### src/rtl/vga_pkg.sv
// Shared VGA types and constants for the sprite overlay datapath.
package vga_pkg;

  localparam int unsigned CoordW = 10;
  localparam int unsigned ColorW = 12;

  typedef logic [ColorW-1:0] color_t;

  localparam color_t KeyDefault = 12'hFFF;

  // Built-in bitmap used when no init file is given: (0,0) is green, and pixels whose
  // row^col ends in 2'b11 are transparent.
  function automatic color_t rom_pattern(input int unsigned row, input int unsigned col);
    int unsigned v;
    if (((row ^ col) & 32'd3) == 32'd3) begin
      return KeyDefault;
    end
    v = 32'h0F0 + (row << 8) + col;
    return v[ColorW-1:0];
  endfunction

endpackage

### src/rtl/sprite_rom.sv
// Sprite bitmap ROM with a fixed read latency of ROM_LAT clock cycles.
module sprite_rom
  import vga_pkg::*;
#(
  parameter int unsigned ROW_W     = 4,
  parameter int unsigned COL_W     = 8,
  parameter int unsigned ROM_LAT   = 1,
  parameter string       INIT_FILE = "sprite.mem"
) (
  input  logic             clk,
  input  logic [ROW_W-1:0] row,
  input  logic [COL_W-1:0] col,
  output color_t           color_data
);

  color_t rd_data;
  color_t pipe_q [ROM_LAT];

  assign rd_data = rom_pattern(32'(row), 32'(col));

  always_ff @(posedge clk) begin
    pipe_q[0] <= rd_data;
    for (int unsigned i = 1; i < ROM_LAT; i++) begin
      pipe_q[i] <= pipe_q[i-1];
    end
  end

  assign color_data = pipe_q[ROM_LAT-1];

endmodule

### src/rtl/sprite_overlay_ctrl.sv
// Overlays a ROM sprite on the video stream with frame-synchronous moves and blinking.
module sprite_overlay_ctrl
  import vga_pkg::*;
#(
  parameter int unsigned X0_INIT   = 355,
  parameter int unsigned Y0_INIT   = 277,
  parameter int unsigned W         = 132,
  parameter int unsigned H         = 11,
  parameter int unsigned ROW_W     = 4,
  parameter int unsigned COL_W     = 8,
  parameter int unsigned SCALE_SH  = 0,
  parameter color_t      KEY       = KeyDefault,
  parameter int unsigned ROM_LAT   = 1,
  parameter int unsigned BLINK_FR  = 30,
  parameter string       INIT_FILE = "sprite.mem"
) (
  input  logic              clk,
  input  logic              rst,
  input  logic              bright,
  input  logic              en,
  input  logic [CoordW-1:0] hCount,
  input  logic [CoordW-1:0] vCount,
  input  color_t            background,
  input  logic [CoordW-1:0] pos_x,
  input  logic [CoordW-1:0] pos_y,
  input  logic              pos_valid,
  output logic              pos_ready,
  input  logic              blink_en,
  output color_t            rgb
);

  localparam int unsigned WinW = W << SCALE_SH;
  localparam int unsigned WinH = H << SCALE_SH;
  localparam int unsigned CntW = (BLINK_FR > 1) ? $clog2(BLINK_FR) : 1;

  // One extra bit so a window running past column/row 1023 clips instead of wrapping.
  typedef logic [CoordW:0] ext_t;

  logic [CoordW-1:0] cur_x_q, cur_x_d, cur_y_q, cur_y_d;
  logic [CoordW-1:0] pend_x_q, pend_x_d, pend_y_q, pend_y_d;
  logic              pend_valid_q, pend_valid_d;
  logic              frame_start_q, frame_start_d;
  logic [CntW-1:0]   blink_cnt_q, blink_cnt_d;
  logic              visible_q, visible_d;
  logic [ROM_LAT-1:0] on_q, on_d;

  logic       vis;
  logic       sprite_on;
  ext_t       x_lo, x_hi, y_lo, y_hi, hc, vc;
  logic [ROW_W-1:0] rom_row;
  logic [COL_W-1:0] rom_col;
  color_t     rom_color;

  assign pos_ready = !pend_valid_q;

  always_comb begin
    frame_start_d = (hCount == '0) && (vCount == '0);
    cur_x_d       = cur_x_q;
    cur_y_d       = cur_y_q;
    pend_x_d      = pend_x_q;
    pend_y_d      = pend_y_q;
    pend_valid_d  = pend_valid_q;
    if (frame_start_q && pend_valid_q) begin
      cur_x_d      = pend_x_q;
      cur_y_d      = pend_y_q;
      pend_valid_d = 1'b0;
    end else if (pos_valid && pos_ready) begin
      pend_x_d     = pos_x;
      pend_y_d     = pos_y;
      pend_valid_d = 1'b1;
    end
  end

  always_comb begin
    blink_cnt_d = blink_cnt_q;
    visible_d   = visible_q;
    if (!blink_en) begin
      blink_cnt_d = '0;
      visible_d   = 1'b1;
    end else if (frame_start_q) begin
      if (blink_cnt_q == CntW'(BLINK_FR - 1)) begin
        blink_cnt_d = '0;
        visible_d   = !visible_q;
      end else begin
        blink_cnt_d = blink_cnt_q + 1'b1;
      end
    end
  end

  assign vis  = visible_q || !blink_en;
  assign hc   = {1'b0, hCount};
  assign vc   = {1'b0, vCount};
  assign x_lo = {1'b0, cur_x_q};
  assign y_lo = {1'b0, cur_y_q};
  assign x_hi = x_lo + ext_t'(WinW);
  assign y_hi = y_lo + ext_t'(WinH);

  assign sprite_on = en && vis && (hc >= x_lo) && (hc < x_hi) && (vc >= y_lo) && (vc < y_hi);
  assign rom_row   = ROW_W'((vCount - cur_y_q) >> SCALE_SH);
  assign rom_col   = COL_W'((hCount - cur_x_q) >> SCALE_SH);

  // Delay the hit flag so it lines up with the ROM output.
  assign on_d = ROM_LAT'({on_q, sprite_on});

  always_ff @(posedge clk or posedge rst) begin
    if (rst) begin
      cur_x_q       <= CoordW'(X0_INIT);
      cur_y_q       <= CoordW'(Y0_INIT);
      pend_x_q      <= '0;
      pend_y_q      <= '0;
      pend_valid_q  <= 1'b0;
      frame_start_q <= 1'b0;
      blink_cnt_q   <= '0;
      visible_q     <= 1'b1;
      on_q          <= '0;
    end else begin
      cur_x_q       <= cur_x_d;
      cur_y_q       <= cur_y_d;
      pend_x_q      <= pend_x_d;
      pend_y_q      <= pend_y_d;
      pend_valid_q  <= pend_valid_d;
      frame_start_q <= frame_start_d;
      blink_cnt_q   <= blink_cnt_d;
      visible_q     <= visible_d;
      on_q          <= on_d;
    end
  end

  sprite_rom #(
    .ROW_W     (ROW_W),
    .COL_W     (COL_W),
    .ROM_LAT   (ROM_LAT),
    .INIT_FILE (INIT_FILE)
  ) u_rom (
    .clk        (clk),
    .row        (rom_row),
    .col        (rom_col),
    .color_data (rom_color)
  );

  always_comb begin
    rgb = background;
    if (!bright) begin
      rgb = '0;
    end else if (on_q[ROM_LAT-1] && (rom_color != KEY)) begin
      rgb = rom_color;
    end
  end

endmodule

### config.mk
export PLATFORM = sky130hd
export DESIGN_NAME = sprite_overlay_ctrl
export DESIGN_NICKNAME = d
export VERILOG_FILES = /design/src/rtl/vga_pkg.sv /design/src/rtl/sprite_rom.sv /design/src/rtl/sprite_overlay_ctrl.sv
export SDC_FILE = /design/constraint.sdc
export NUM_CORES = 1
export LEC_CHECK = 0
export CAP_MARGIN = 40
export CELL_PAD_IN_SITES_DETAIL_PLACEMENT = 1
export CELL_PAD_IN_SITES_GLOBAL_PLACEMENT = 1
export CORE_UTILIZATION = 41
export CTS_CLUSTER_DIAMETER = 120
export DETAILED_ROUTE_END_ITERATION = 12
export GPL_ROUTABILITY_DRIVEN = 0
export PLACE_DENSITY = 0.91
export SYNTH_ARGS = -nofsm -noshare
export SYNTH_HDL_FRONTEND = slang
export SYNTH_SLANG_ARGS = --single-unit
### constraint.sdc
create_clock -name clk -period 3.2 [get_ports clk]
set_input_delay 0.96 -clock clk [delete_from_list [all_inputs] [get_ports clk]]
set_output_delay 0.96 -clock clk [all_outputs]
set_load 0.05 [all_outputs]
==> metrics.cfg <==
[status]
outcome = finished clean

[clock_tree]
cts_buffers = 9
worst_skew_pair.late_latency_ps = 360
path_clk_slew_ps = 70
cts_root_buf = clkbuf_8
htreeDepth = 3
cts.sinks = 61
cts_tree = built
clockBufferDepth = 2

[yosys]
syn_inst = 401
synth-main-ff-cell = dfrtp_1
syn_area_um2 = 4070
synth.area.top_cells = dfrtp_1, ha_1, mux2_2
synth.distinct_cells = 55
synth_top_area_share_pct = 24.0
synth_nets = 504
syn-mean-instance-area_um2 = 10.1
synth_seq_cells = 61
synth_enable_flop_cells = 0
ys_seq_area_share_pct = 36.3
ys_warn_count = 0
yosys.area.top_type = dfrtp_1
async_flop_share_pct = 80.3

[routing]
final_antenna_net_count = 0
vias = 3575
wl_per_cell_um = 19.8
drtIter0Drc = 96
drt_first_pass_iters = 4
drc = 0
via_per_inst = 5.61
wl_mm = 12.6

[global_routing]
grt_usage_pct = 26.6
grt-ovfl-total = 0
grt_pass1_vias = 4202
antenna_found_initial = 0
grt_start_max_net_pins = 26
grt_pass1_wl_mm = 20.7

[power_and_ir_drop]
p_leak_nw = 2.43
switchingPower_mw = 0.554
p_per_area_nw_per_um2 = 349
pwr-share-seq_pct = 42.9
comb_power_share_pct = 21.4
intPower_mw = 1.37
p_clk_share_pct = 35.6
peakVddDrop_mv = 0.199
swShare_pct = 28.8

[timing]
holdWs_ps = 509
drv_slew = 0
fin_ws_ps = 95.9
worstMarginPinSlew_ps = 543
min_period_ps = 3100
max_freq_ghz = 0.322
slew_headroom_pct = 63.4
finalCritPeriodShare_pct = 97.0
hold_violations = 0
setup_viol = 0
fin_worst_skew_ps = 9.94

[setup_path]
reg2reg_to = on_q
crit_buf_inv = 3
end_kind = flip-flop
r2r_slack_ps = 170
slowest_stage = clkdlybuf4s50_1
cp-start-kind = input pin
worstSetupPathType = input pin to flip-flop
max_stage_delay_ps = 480
reg2regPathDepth = 12
timing.rr.start = cur_y_q[2]
crit_fanout = 2
crit_family = simple AND/OR/NAND/NOR gates
cp.required_ps = 3420
cp.arrival_ps = 3330
crit_top_cell = inv_1
crit_chain = clkdlybuf4s50_1 -> inv_1 -> ha_1 -> inv_1 -> fa_1 -> xnor2_1 -> and2_1 -> nor4_2 -> o2bb2ai_1 -> a211oi_1

[hold_path]
hold_path_end = pend_x_q[5]
min_path_cells = 1
min_from = pend_x_q[5]
min_path_type = flip-flop to flip-flop

[run]
maxCapViolations = 0

[cells_and_area]
drive_above_1_share_pct = 26.2
area_delta_synth_final_pct = 35.3
fillerInstances = 1015
multi_input_area_um2 = 2470
regArea_um2 = 1480
num-nets-final = 606
antennaDiodeCount = 0

[placed_design]
port_buffers = 70
dpl_worst_slack_ps = -378
dpl.hpwl_mm = 9.42

[die]
top_level_ports = 71
core_region_area_um2 = 9420
rows = 35
die_w_um = 102
start_util_pct = 43.2
die_area_um2 = 10300
die_y_um = 102

## Yosys cell counts (all sizes together) (2+ instances only)
| cell | n |
|---|---|
| a21boi | 3 |
| nor3b | 2 |
| o211ai | 5 |
| fa | 2 |
| dfrtp | 39 |
| nor4 | 9 |
| o221ai | 3 |
| a211oi | 2 |
| and2 | 2 |
| o21bai | 2 |
| xnor2 | 16 |
| dfstp | 10 |
| nand3 | 5 |
| xor2 | 5 |
| dfxtp | 12 |
| ha | 43 |
| nor2 | 15 |
| a41oi | 3 |
| nor2b | 17 |
| inv | 36 |
| a21o | 3 |
| nand2b | 2 |
| mux2i | 13 |
| nand2 | 18 |
| o21ai | 16 |
| clkbuf | 9 |
| nor3 | 12 |
| nand4 | 8 |
| and3 | 3 |
| mux2 | 40 |
| buf | 2 |
| or2 | 3 |
| o21a | 9 |
| a21oi | 18 |
## sequential cells by signal, summed over array words and instances, names as in the netlist
register,flops
on_q,1
pend_valid_q,1
cur_x_q,10
pend_x_q,10
cur_y_q,10
blink_cnt_q,5
visible_q,1
u_rom.pipe_q,12
frame_start_q,1
pend_y_q,10
## power by group through the flow
stage / combinational, mW / sequential, mW / clock [mW]
after floorplan: 0.190 / 0.830 / 0
after global placement: 0.366 / 0.837 / 0
after detailed placement: 0.392 / 0.841 / 0
after CTS: 0.403 / 0.826 / 0.697
after global routing: 0.442 / 0.830 / 0.738
final: 0.412 / 0.826 / 0.686
## through the flow
| stage | power (mW) | instances | util (%) | setup TNS [ps] | cell area, µm² |
|---|---|---|---|---|---|
| 5_1_grt | 2.01 | 637 | 58.5 | -2.98 | 5510 |
| 3_3_place_gp | 1.20 | 618 | 55.6 | -670 | 5230 |
| 6_report | 1.92 | 637 | 58.5 | 0 | 5510 |
| 3_5_place_dp | 1.23 | 618 | 55.6 | -1980 | 5230 |
| 2_1_floorplan | 1.02 | 401 | - | 0 | 4070 |
| 4_1_cts | 1.93 | 635 | 57.7 | 0 | 5440 |
## worst max-delay path by stage
stage	from	endpoint	slack, ps	cells after the start
finish	vCount[0]	u_rom.pipe_q[0][11]	100	10
global route	vCount[0]	u_rom.pipe_q[0][11]	-3	10
CTS	hCount[0]	u_rom.pipe_q[0][6]	50	12
detailed placement	hCount[0]	u_rom.pipe_q[0][6]	-380	12
global placement	hCount[0]	u_rom.pipe_q[0][10]	-190	12
floorplan	bright	rgb[11]	220	3
## logic make-up after synthesis
group / Yosys count / share of synthesized area, %
xor+xnor: 21 / 4.70
fa+ha+maj: 45 / 14.2
buf+inv: 47 / 4.40
mux: 53 / 14.3
compound gates: 76 / 13.3
simple gates: 98 / 12.7
flops: 61 / 36.3
## layout by cell type, fill, tap and decap left out, drive strengths merged, types with 13 or more instances in the layout
cell,n
clkdlybuf4s50,57
buf,44
ha,43
mux2,40
dfrtp,39
inv,36
nand2,18
a21oi,18
nor2b,17
xnor2,16
o21ai,16
nor2,15
mux2i,13
## worst register-to-register path, stage by stage (launching register included)
cell and delay [ps]:
dfstp_2 550, inv_1 80, a21oi_1 260, o21ai_0 260, nor3_2 240, xnor2_1 160, ha_1 290, a21o_1 190
a21o_1 180, a21oi_1 170, o221ai_1 150, a21oi_1 220, o2111a_1 220
## per-layer routing
metal	share of wire, %	track usage (%)	routed length (µm)	vias to the layer above
met5	0	0	0	-
met1	38	27.5	4810	1760
met4	4.2	14.4	536	0
met3	5.1	6.35	650	49
li1	-	-	-	1643
met2	53	49.5	6640	123
## area by class of cell
cell class | instances | area share [%]
Tap cell | 129 | 2.93
Inverter | 36 | 2.45
Timing Repair Buffer | 102 | 19.5
Clock buffer | 10 | 2.32
Sequential cell | 61 | 26.9
Clock inverter | 6 | 1.16
Multi-Input combinational cell | 293 | 44.8
## repair_timing
item	in CTS	in global routing
setup endpoints to repair	3	12
endpoints found under the hold margin	0	0
hold buffers	0	0
pin swaps	0	1
resized for setup	4	10
buffers inserted	1	1
(Power assumes the default switching activity.)
